`config.mk`:
```
export PLATFORM = sky130hd
export DESIGN_NAME = div_share_arbiter
export DESIGN_NICKNAME = d
export VERILOG_FILES = /design/src/rtl/div_share_arbiter.sv
export SDC_FILE = /design/constraint.sdc
export NUM_CORES = 1
export LEC_CHECK = 0
export BUFFER_PORTS_ARGS = -buffer_cell sky130_fd_sc_hd__buf_2
export CAP_MARGIN = 20
export CORE_MARGIN = 2
export CORE_UTILIZATION = 45
export DETAILED_ROUTE_END_ITERATION = 16
export PLACE_DENSITY = 0.85
export SKIP_CTS_REPAIR_TIMING = 1
export SLEW_MARGIN = 10
export SYNTH_ARGS = -nofsm -noshare
export SYNTH_HDL_FRONTEND = slang
export SYNTH_SLANG_ARGS = --single-unit
```
`constraint.sdc`:
```
create_clock -name clk -period 3.9 [get_ports clk]
set_input_delay 0.195 -clock clk [delete_from_list [all_inputs] [get_ports clk]]
set_output_delay 0.195 -clock clk [all_outputs]
set_load 0.03 [all_outputs]
```
`src/rtl/div_share_arbiter.sv`:
```
// Round-robin front end that time-shares one pipelined signed divider among NREQ
// requesters, tagging each operation so its result is routed back to its owner.
module div_share_arbiter #(
   parameter int unsigned Z_WIDTH = 16,
   parameter int unsigned D_WIDTH = Z_WIDTH / 2,
   parameter int unsigned PIPE    = D_WIDTH + 3,
   parameter int unsigned NREQ    = 4,
   parameter int unsigned IDW     = (NREQ > 1) ? $clog2(NREQ) : 1
) (
   input  logic                         clk,
   input  logic                         rst_n,
   input  logic [NREQ-1:0]              req_valid,
   output logic [NREQ-1:0]              req_ready,
   input  logic [NREQ*Z_WIDTH-1:0]      req_z,
   input  logic [NREQ*D_WIDTH-1:0]      req_d,
   output logic [NREQ-1:0]              rsp_valid,
   input  logic [NREQ-1:0]              rsp_ready,
   output logic [D_WIDTH:0]             rsp_q,
   output logic [D_WIDTH:0]             rsp_s,
   output logic                         rsp_div0,
   output logic                         rsp_ovf,
   output logic                         div_ena,
   output logic [Z_WIDTH-1:0]           div_z,
   output logic [D_WIDTH-1:0]           div_d,
   input  logic [D_WIDTH:0]             div_q,
   input  logic [D_WIDTH:0]             div_s,
   input  logic                         div_div0,
   input  logic                         div_ovf,
   output logic [$clog2(PIPE+1)-1:0]    inflight
);

   localparam int unsigned CW = $clog2(PIPE + 1);

   logic [PIPE-1:0]           tag_v_q, tag_v_d;
   logic [PIPE-1:0][IDW-1:0]  tag_id_q, tag_id_d;
   logic [IDW-1:0]            rr_ptr_q, rr_ptr_d;
   logic [CW-1:0]             inflight_q, inflight_d;

   logic [IDW-1:0]            grant_id;
   logic [IDW-1:0]            last_id;
   logic                      any_req;
   logic                      stall;
   logic                      issue;
   logic                      retire;

   function automatic logic [IDW-1:0] rr_idx(input logic [IDW-1:0] base, input int unsigned off);
      return IDW'((32'(base) + off) % NREQ);
   endfunction

   assign last_id = tag_id_q[PIPE-1];
   assign stall   = tag_v_q[PIPE-1] & ~rsp_ready[last_id];
   assign div_ena = ~stall;
   assign retire  = tag_v_q[PIPE-1] & div_ena;

   // Round-robin search from rr_ptr; scanning farthest-first lets the nearest requester win.
   always_comb begin
      grant_id = rr_ptr_q;
      any_req  = 1'b0;
      for (int unsigned k = 0; k < NREQ; k++) begin
         if (req_valid[rr_idx(rr_ptr_q, NREQ - 1 - k)]) begin
            grant_id = rr_idx(rr_ptr_q, NREQ - 1 - k);
            any_req  = 1'b1;
         end
      end
   end

   assign issue = any_req & div_ena & rst_n;

   // Divider operands and per-requester accept follow the grant only on an issue cycle.
   always_comb begin
      req_ready = '0;
      div_z     = '0;
      div_d     = '0;
      if (issue) begin
         req_ready[grant_id] = 1'b1;
         div_z = req_z[32'(grant_id) * Z_WIDTH +: Z_WIDTH];
         div_d = req_d[32'(grant_id) * D_WIDTH +: D_WIDTH];
      end
   end

   // Tag pipe, pointer and occupancy all freeze together with the divider.
   always_comb begin
      tag_v_d    = tag_v_q;
      tag_id_d   = tag_id_q;
      rr_ptr_d   = rr_ptr_q;
      inflight_d = inflight_q + CW'(issue) - CW'(retire);
      if (div_ena) begin
         tag_v_d  = {tag_v_q[PIPE-2:0], issue};
         tag_id_d = {tag_id_q[PIPE-2:0], grant_id};
      end
      if (issue) begin
         rr_ptr_d = (grant_id == IDW'(NREQ - 1)) ? '0 : IDW'(grant_id + IDW'(1));
      end
   end

   always_ff @(posedge clk or negedge rst_n) begin
      if (!rst_n) begin
         tag_v_q    <= '0;
         tag_id_q   <= '0;
         rr_ptr_q   <= '0;
         inflight_q <= '0;
      end else begin
         tag_v_q    <= tag_v_d;
         tag_id_q   <= tag_id_d;
         rr_ptr_q   <= rr_ptr_d;
         inflight_q <= inflight_d;
      end
   end

   always_comb begin
      rsp_valid = '0;
      if (tag_v_q[PIPE-1]) rsp_valid[last_id] = 1'b1;
   end

   assign rsp_q    = div_q;
   assign rsp_s    = div_s;
   assign rsp_div0 = div_div0;
   assign rsp_ovf  = div_ovf;
   assign inflight = inflight_q;

endmodule
```
======== Word level (Yosys, flattened, before mapping) ========
Index checks and enable logic that the tools add are counted.
storage, ports and cells
  register bits ........................... 39
  output and inout bits ................... 57
  word-level logic and storage cells ...... 66
operators by class
  equal/unequal tests ..................... 1
  order comparisons ....................... 8
  muxes and demuxes ....................... 27
  reduce and logical (&&, ||, !) cells .... 2
  add/sub/neg operators ................... 6
  shift-type cells ........................ 2
  bitwise gates (word level) .............. 6
operators by type and width
  cell                                                               number
  variable part select 64 x 7 -> 16 bit                              1
  variable part select 32 x 6 -> 8 bit                               1
  < comparator 2 x 3 -> 1 bit, second input constant                 6
  two-way mux 16 bit                                                 1
  two-way mux 1 bit                                                  11
  binary-select mux 1 bit (select 2 bit)                             5
  two-way mux 2 bit                                                  5
  two-way mux 4 bit                                                  2
  two-way mux 8 bit                                                  1
  adder 2 x 1 -> 2 bit, second input constant                        2
  adder 2 bit, second input constant                                 2
  adder 4 x 1 -> 4 bit                                               1
  bitwise AND 1 bit                                                  4
  demux 1 bit (select 2 bit)                                         2
  greater-or-equal comparator 2 x 1 -> 1 bit, second input constant  2
  subtractor 4 x 1 -> 4 bit                                          1
  equality test 2 bit, second input constant                         1
  logical AND 1 bit                                                  2
  inverter 1 bit                                                     2

======== Logic depth before layout (Yosys ltp) ========
Gate-level depths: netlist of the first run.
  word-level depth ........................ 12
  depth in mapped cells ................... 12
  depth with buffers taken out ............ 10

======== Worst setup path before layout of the first run ========
OpenSTA, ideal clock, no wires.
  path kind ............................... register to register
  start ................................... reg tag_id_q (netlist bit last_id[1])
  end ..................................... reg inflight_q[2] (netlist: inflight[2])
  stages on the path, launching flop included .. 13
  slack ................................... 1.547 ns
  buffers on the path ..................... 2
  period minus slack after synthesis ...... 2.353 ns
  data required time ...................... 3.777 ns
  data arrival time ....................... 2.231 ns
  cells stage by stage .................... dfrtp_1 -> buf_4 -> mux2i_1 -> a22o_1 -> buf_4 -> nor2_8 -> inv_2 -> ha_1 -> inv_1 -> ha_1 -> inv_1 -> fa_1 -> xnor2_1
on the way
  word-level cells in the longest chain between the ends .. 9
  elaborated cells on any way between the ends .. 10
ends and longest elaborated chain
  item                                         line  text
  from (decl)                                  35    logic [PIPE-1:0][IDW-1:0] tag_id_q, tag_id_d;
  from (signal assigned)                       104   tag_id_q <= tag_id_d;
  binary-select mux 1 bit (select 2 bit) (*)   51    assign stall = tag_v_q[PIPE-1] & ~rsp_ready[last_id];
  two-way mux 1 bit (implied by the code) (*)  51
  inverter 1 bit (*)                           51
  bitwise AND 1 bit (*)                        51
  inverter 1 bit (*)                           52    assign div_ena = ~stall;
  bitwise AND 1 bit (2 in a row)               67    assign issue = any_req & div_ena & rst_n;
  adder 4 x 1 -> 4 bit                         86    inflight_d = inflight_q + CW'(issue) - CW'(retire);
  subtractor 4 x 1 -> 4 bit (*)                86
  named net inflight_d[2]                      37    logic [CW-1:0] inflight_q, inflight_d;
  to (signal assigned)                         106   inflight_q <= inflight_d;
  to (decl)                                    37
Mark *: on every way through the listed nets, which the timed path passes. The rest lies on a longest branch. The select of a mux whose other input is x is not followed.
A chain may end at the register's enable or synchronous reset.

======== Worst setup path after layout of the first run ========
  start ................................... reg rr_ptr_q[0]
  end ..................................... out div_z[8]
on the way
  elaborated cells on any way between the ends .. 23
RTL lines
  item                                       line  text
  from (decl)                                36    logic [IDW-1:0] rr_ptr_q, rr_ptr_d;
  from (signal assigned)                     105   rr_ptr_q <= rr_ptr_d;
  adder 2 bit                                47    return IDW'((32'(base) + off) % NREQ);
  binary-select mux 1 bit (select 2 bit)     60    if (req_valid[rr_idx(rr_ptr_q, NREQ - 1 - k)]) begin
  two-way mux 1 bit (implied by the code)    60
  two-way mux 2 bit (3 in a row)             60
  two-way mux 2 bit (*)                      60
  named net grant_id[0]                      39    logic [IDW-1:0] grant_id;
  variable part select 64 x 7 -> 16 bit (*)  76    div_z = req_z[32'(grant_id) * Z_WIDTH +: Z_WIDTH];
  two-way mux 16 bit (*)                     74    if (issue) begin
  to (decl)                                  23    output logic [Z_WIDTH-1:0] div_z,
Marks and branches as above.

==> results by group, run 1 <==
Place
  – Pre-CTS setup slack: 1.33 ns
  – Final HPWL DP: 5300 µm
  – Placer congestion estimate: 0.786
  – Number of port buffers: 142

Logic synthesis
  – Top-count cell post-synth: nand2_1
  – Synthesized Nets: 437
  – Synth async-reset ratio: 100%
  – Main combinational cell family by area after synthesis: multiplexers
  – Top-area cell type share of the netlist area: 35.8%
  – Synth Flop Type: dfrtp_1
  – Compound-gate portion of the synthesized area: 9.95%
  – Top post-synthesis cells by area: dfrtp_1 36%, mux2i_1 18%, nand2_1 13%
  – Fraction of the mapped netlist area in simple logic gates: 18.3%
  – Area leader, netlist: dfrtp_1
  – Adder-Cell Fraction of Synth Area: 4.40%
  – Unique masters post-synth: 33
  – Synth Area in XOR/XNOR: 0.963%
  – Synthesized area: 2730 µm²
  – Yosys warns: 0
  – Syn Inst Count: 302
  – Per-instance average area after synthesis: 9.03 µm²
  – Seq cells post-synth: 39
  – Register area share after synthesis: 35.8%
  – EDFF count, synth: 0
  – Mux cell area share after synthesis: 18.8%
  – Synth cell count leaders: 91 x nand2_1, 50 x mux2i_1, 39 x dfrtp_1, 24 x o22ai_1, 22 x buf_4

Die
  – FP Rows: 28
  – Core area: 5890 µm²
  – Die Y: 81.9 µm
  – # IOs: 183
  – Die ar.: 6700 µm²
  – Initial Util: 46.3%
  – Die X: 81.9 µm

Cells and area
  – Fin nets: 552
  – Proportion of layout cells with a drive suffix above 1: 39.0%
  – Layout fillers: 529
  – Diodes inserted: 0
  – P&R area growth vs syn: 25.0%

CTS
  – CTS Root Cell: clkbuf_8
  – CTS Buf Count: 5
  – Worst-path clk slew: 0.08 ns
  – CTS tree: done
  – CTS H-tree depth: 2
  – Clock Latency Late Sink: 0.29 ns
  – CTS max path bufs: 2
  – CTS Sinks: 39

Route
  – Iteration-0 DRC Markers: 187
  – Routed vias/inst: 5.11
  – Total Wirelength: 6650 µm
  – Via count: 2,520
  – Per-cell routed wire length: 13.5 µm
  – 1st-pass router iterations: 4
  – Routed Antenna Nets: 0
  – Residual DRC: 0

Setup path
  – Worst reg2reg path startpoint: last_id[1]
  – Critical Path End Type: primary output
  – Crit Path Max Fanout: 28
  – Worst setup SP type: flip-flop
  – Reg2reg end: inflight[2]
  – CP startpoint: rr_ptr_q[0]
  – Critical Path RT: 3.70 ns
  – Worst r2r path cells: 10
  – Flop-to-flop setup slack: 1.45 ns
  – Worst setup endpoint: div_z[8]
  – Setup Crit Path Kind: flip-flop to primary output
  – Worst EP arrival: 2.72 ns

Power and ir drop
  – Max IR drop VDD: 436 µV
  – Pwr Density: 757 nW/µm²
  – Lkg Pwr: 2.01 nW

Timing
  – Clock skew: 0.00471 ns
  – RSZ-0062 raised after global routing: false
  – Setup violations, final: 0
  – Final period util: 74.8%
  – Worst slew margin: 59.5%
  – Setup WS post-layout: 0.981 ns
  – Max-slew violation count: 0
  – Setup TNS: 0 ns
  – F_max: 343 MHz
  – Worst slew pin tran: 0.607 ns
  – Final Hold Fails: 0
  – Fin crit period: 2.92 ns

GRT
  – Vias in the first global route: 2,193
  – Total congestion overflow: 0
  – Total GRT Usage: 18.5%
  – Pin count of the biggest net entering global routing: 40
  – Initial antenna violation count: 0
  – First-pass GRT wire length: 9620 µm

Status
  – Status: finished clean

Job
  – Max-cap violations: 0

Worst hold path
  – Hold Path Class: primary input to asynchronous set/reset pin
## area by class of cell
cell class / instances / area (µm²) / area share, %
clock inverter: 3 / 67.6 / 1.98
clock buffer: 5 / 68.8 / 2.02
inverter: 11 / 42.5 / 1.25
tap: 75 / 93.8 / 2.75
multi-input combinational: 215 / 1430 / 41.9
sequential: 39 / 976 / 28.6
timing repair buffer: 145 / 733 / 21.5
## state kept, by name, summed over array words and instances (netlist names)
name      count
tag_id_q     20
inflight      4
rr_ptr_q      2
tag_v_q      11
last_id       2
## metrics by stage
| step | std cells | hold WS (ns) | power [mW] | area [µm²] | util (%) |
|---|---|---|---|---|---|
| global route | 493 | 0.0745 | 2.79 | 3410 | 58.0 |
| finish | 493 | 0.0321 | 2.58 | 3410 | 58.0 |
| global placement | 485 | 0.362 | 2.14 | 3270 | 55.6 |
| floorplan | 302 | -0.101 | 1.94 | 2730 | - |
| detailed placement | 485 | 0.370 | 2.20 | 3270 | 55.6 |
| CTS | 493 | 0.0520 | 2.61 | 3410 | 58.0 |
## layout by cell type, fill, tap and decap left out, types with 4 or more instances in the layout
cell type / n
nor2_1: 4
dfrtp_1: 39
and2_1: 6
nand2_1: 91
clkbuf_8: 5
o22ai_1: 24
ha_1: 8
inv_1: 7
buf_2: 142
nor2b_1: 6
mux2i_1: 50
## critical path, cell delays in order, from the launching register on
cell and delay (ns):
dfrtp_1 0.41, nor2b_1 0.18, o21ba_1 0.17, a211oi_2 0.07, inv_2 0.47, buf_4 0.50
mux2i_1 0.30, o22ai_1 0.11, buf_2 0.19
## power by group
group	switching, mW	total [mW]	leakage, nW	internal (mW)
registers	0.116	0.713	0.486	0.596
logic	0.920	1.47	1.46	0.551
clock network	0.143	0.398	0.0644	0.255
total	1.18	2.58	2.01	1.40
## metal layers
| layer | vias up | wire, µm | track usage, % | share of wire (%) |
|---|---|---|---|---|
| li1 | 1230 | - | - | - |
| met1 | 1184 | 2610 | 21.5 | 39 |
| met2 | 94 | 3520 | 32.8 | 53 |
| met3 | 12 | 343 | 4.07 | 5.2 |
| met4 | 0 | 172 | 8.00 | 2.6 |
| met5 | - | 0 | 0 | 0 |
## cells by family after synthesis
group,after synthesis
adder cells (fa/ha/maj),9
AO/OA/AOI/OAI,38
multiplexers,51
flip-flops,39
XOR/XNOR,3
buffers and inverters,48
AND/OR/NAND/NOR,114
## worst min path at each step
stage | startpoint | endpoint | slack [ns] | depth (start not counted)
after CTS | rst_n | tag_v_q[9] | 0.05 | 2
after floorplan | rst_n | inflight[0] | -0.10 | 0
after global routing | rst_n | tag_id_q[13] | 0.07 | 2
final | rst_n | tag_id_q[13] | 0.03 | 2
after global placement | rst_n | tag_id_q[13] | 0.36 | 2
after detailed placement | rst_n | tag_id_q[13] | 0.37 | 2
No activity file was read; power rests on OpenSTA's default activity.
==> run 2: changes to the inputs <==
--- a/config.mk
+++ b/config.mk
@@ -8,9 +8,9 @@
 export BUFFER_PORTS_ARGS = -buffer_cell sky130_fd_sc_hd__buf_2
 export CAP_MARGIN = 20
 export CORE_MARGIN = 2
-export CORE_UTILIZATION = 45
+export CORE_UTILIZATION = 38
 export DETAILED_ROUTE_END_ITERATION = 16
-export PLACE_DENSITY = 0.85
+export PLACE_DENSITY = 0.77
 export SKIP_CTS_REPAIR_TIMING = 1
 export SLEW_MARGIN = 10
 export SYNTH_ARGS = -nofsm -noshare
==> constraint.sdc (replaced) <==
create_clock -name clk -period 2.5 [get_ports clk]
set_input_delay 0.125 -clock clk [delete_from_list [all_inputs] [get_ports clk]]
set_output_delay 0.125 -clock clk [all_outputs]
set_load 0.03 [all_outputs]
==> results by group, run 2 (same netlist as run 1, synthesis figures left out) <==
Status
  – Status: complete, but fails checks
  – Failing checks: hold timing

Route
  – Via count: 2,456 (-2.5%)
  – 1st-pass router iterations: 5 (+1)
  – Routed Antenna Nets: 0 (unchanged)
  – Routed vias/inst: 4.74 (-7.2%)
  – Per-cell routed wire length: 13.5 µm (+0.27%)
  – Total Wirelength: 7000 µm (+5.4%)
  – Residual DRC: 0 (unchanged)
  – Iteration-0 DRC Markers: 121 (-35%)

CTS
  – CTS Root Cell: clkbuf_8
  – CTS Sinks: 39 (unchanged)
  – CTS tree: done
  – CTS H-tree depth: 2 (unchanged)
  – CTS max path bufs: 2 (unchanged)
  – Clock Latency Late Sink: 0.29 ns (about the same)
  – CTS Buf Count: 5 (unchanged)
  – Worst-path clk slew: 0.07 ns (about the same)

Power and ir drop
  – Net Sw Power: 1.88 mW (+60%)
  – Clk pwr share: 11.3% (-4.1 points)
  – Pwr Density: 1150 nW/µm² (+52%)
  – Internal power: 2.15 mW (+53%)
  – Switching share of power: 46.7% (+0.98 points)
  – Max IR drop VDD: 368 µV (-16%)
  – Lkg Pwr: 2.04 nW (+1.3%)
  – Combinational Power Share: 61.0% (+4.0 points)
  – Flop pwr share: 27.7% (about the same)
  – Total power: 4.03 mW (+56%)

Timing
  – Max-slew violation count: 0 (unchanged)
  – Worst slew pin tran: 0.585 ns (-0.0215 ns)
  – Hold_ws: -0.0375 ns (-0.0696 ns)
  – Worst slew margin: 60.6% (+1.1 points)
  – Clock skew: 0.00585 ns (+0.00114 ns)
  – Final period util: 95.6%
  – Setup violations, final: 0 (unchanged)
  – Final Hold Fails: 39 (+39)
  – F_max: 418 MHz
  – Fin crit period: 2.39 ns

Setup path
  – Flop-to-flop setup slack: 0.22 ns (-1.23 ns)
  – Reg2reg end: inflight[2]
  – Crit Path Max Fanout: 19 (-32%)
  – Worst EP arrival: 2.26 ns (-0.46 ns)
  – Critical Path RT: 2.38 ns (-1.32 ns)
  – Critical Path End Type: primary output
  – Worst r2r path cells: 10 (unchanged)
  – Setup Crit Path Kind: flip-flop to primary output
  – Worst setup SP type: flip-flop
  – Worst reg2reg path startpoint: last_id[1]

Cells and area
  – Commonest non-fill, non-tap cells in the layout: 140 x buf_2, 91 x nand2_1, 48 x mux2i_1
  – Fin nets: 556 (+0.72%)
  – Design Area, Final: 3500 µm² (+2.8%)
  – Proportion of layout cells with a drive suffix above 1: 40.5% (+1.5 points)
  – Diodes inserted: 0 (unchanged)
  – Util after Layout: 51.0% (-6.9 points)
  – Largest register by flop count: tag_id_q
  – Largest register FFs: 20 (unchanged)
  – Most common cell after layout, fill and taps aside: buf_2
  – P&R area growth vs syn: 28.5%

GRT
  – Pin count of the biggest net entering global routing: 40 (unchanged)
  – First-pass GRT wire length: 9940 µm (+3.3%)
  – GRT met2 Usage: 25.1% (-7.7 points)
  – Vias in the first global route: 2,159 (-1.6%)
  – Total congestion overflow: 0 (unchanged)
  – GRT busiest layer: met2
  – Total GRT Usage: 16.0% (-2.5 points)
  – Met3 usage: 4.38% (+0.32 points)
  – Initial antenna violation count: 0 (unchanged)
  – GRT met1 Usage: 21.5% (about the same)

Place
  – Final HPWL DP: 5290 µm (-0.24%)
  – Number of port buffers: 142 (unchanged)
  – Placer congestion estimate: 0.781 (-0.69%)
  – Area after DPL: 3320 µm² (+1.4%)

Die
  – Core area: 6870 µm² (+17%)
  – Die Y: 88.7 µm (+8.4%)
  – Initial Util: 39.7% (-6.6 points)
  – # IOs: 183 (unchanged)
  – Die ar.: 7870 µm² (+17%)
  – Die X: 88.7 µm (+8.4%)
  – FP Rows: 30 (+7.1%)

Worst hold path
  – Hold Path Class: primary input to asynchronous set/reset pin

Job
  – Max-cap violations: 0 (unchanged)
-- run 2: cell count changes in the layout (fill, tap and decap cells not counted), sizes merged --
cell	delta
clkbuf	+5
clkinvlp	-1
buf	+2
bufinv	-2
-- run 2: cell type report --
type                            count  area, µm²
Fill cell                         623       3360
Multi-Input combinational cell    215       1450
Sequential cell                    39        977
Timing Repair Buffer              149        810
Inverter                           11       47.5
Clock buffer                        8        100
Tap cell                           96        120
-- run 2: worst max-delay path by stage --
| stage | startpoint | to | cells after the start |
|---|---|---|---|
| 2_1_floorplan | last_id[1] | inflight[2] | 12 |
| 3_3_place_gp | last_id[1] | inflight[1] | 10 |
| 3_5_place_dp | last_id[1] | inflight[2] | 10 |
| 4_1_cts | rr_ptr_q[0] | div_d[3] | 8 |
| 5_1_grt | rr_ptr_q[0] | div_d[3] | 8 |
| 6_report | rr_ptr_q[0] | div_d[3] | 8 |
-- run 2: stage by stage --
stage | TNS, ns | instances | setup WS, ns
2_1_floorplan | 0 | 302 | 0.147
3_3_place_gp | 0 | 507 | 0.238
3_5_place_dp | 0 | 507 | 0.123
4_1_cts | -0.166 | 515 | -0.0464
5_1_grt | -0.0473 | 518 | -0.0180
6_report | 0 | 518 | 0.110
-- run 2: metal layers --
metal | share of wire (%) | vias to the layer above
met5 | 0 | -
met4 | 1.7 | 0
met3 | 5.8 | 18
met2 | 50 | 85
met1 | 42 | 1121
li1 | - | 1232
-- run 2: power by group through the flow --
stage / clock (mW) / combinational (mW) / sequential [mW]
2_1_floorplan: 0 / 1.89 / 1.14
3_3_place_gp: 0 / 2.30 / 1.11
3_5_place_dp: 0 / 2.35 / 1.12
4_1_cts: 0.471 / 2.36 / 1.11
5_1_grt: 0.498 / 2.72 / 1.16
6_report: 0.456 / 2.46 / 1.12
-- run 2: worst max-delay path, cell delays in order, from the launching register on --
cell and delay, ns:
dfrtp_1 0.40, nor2b_1 0.08, a21o_1 0.18, a211oi_4 0.37, inv_6 0.17, clkbuf_16 0.24, mux2i_1 0.13, o22ai_1 0.20
buf_4 0.20
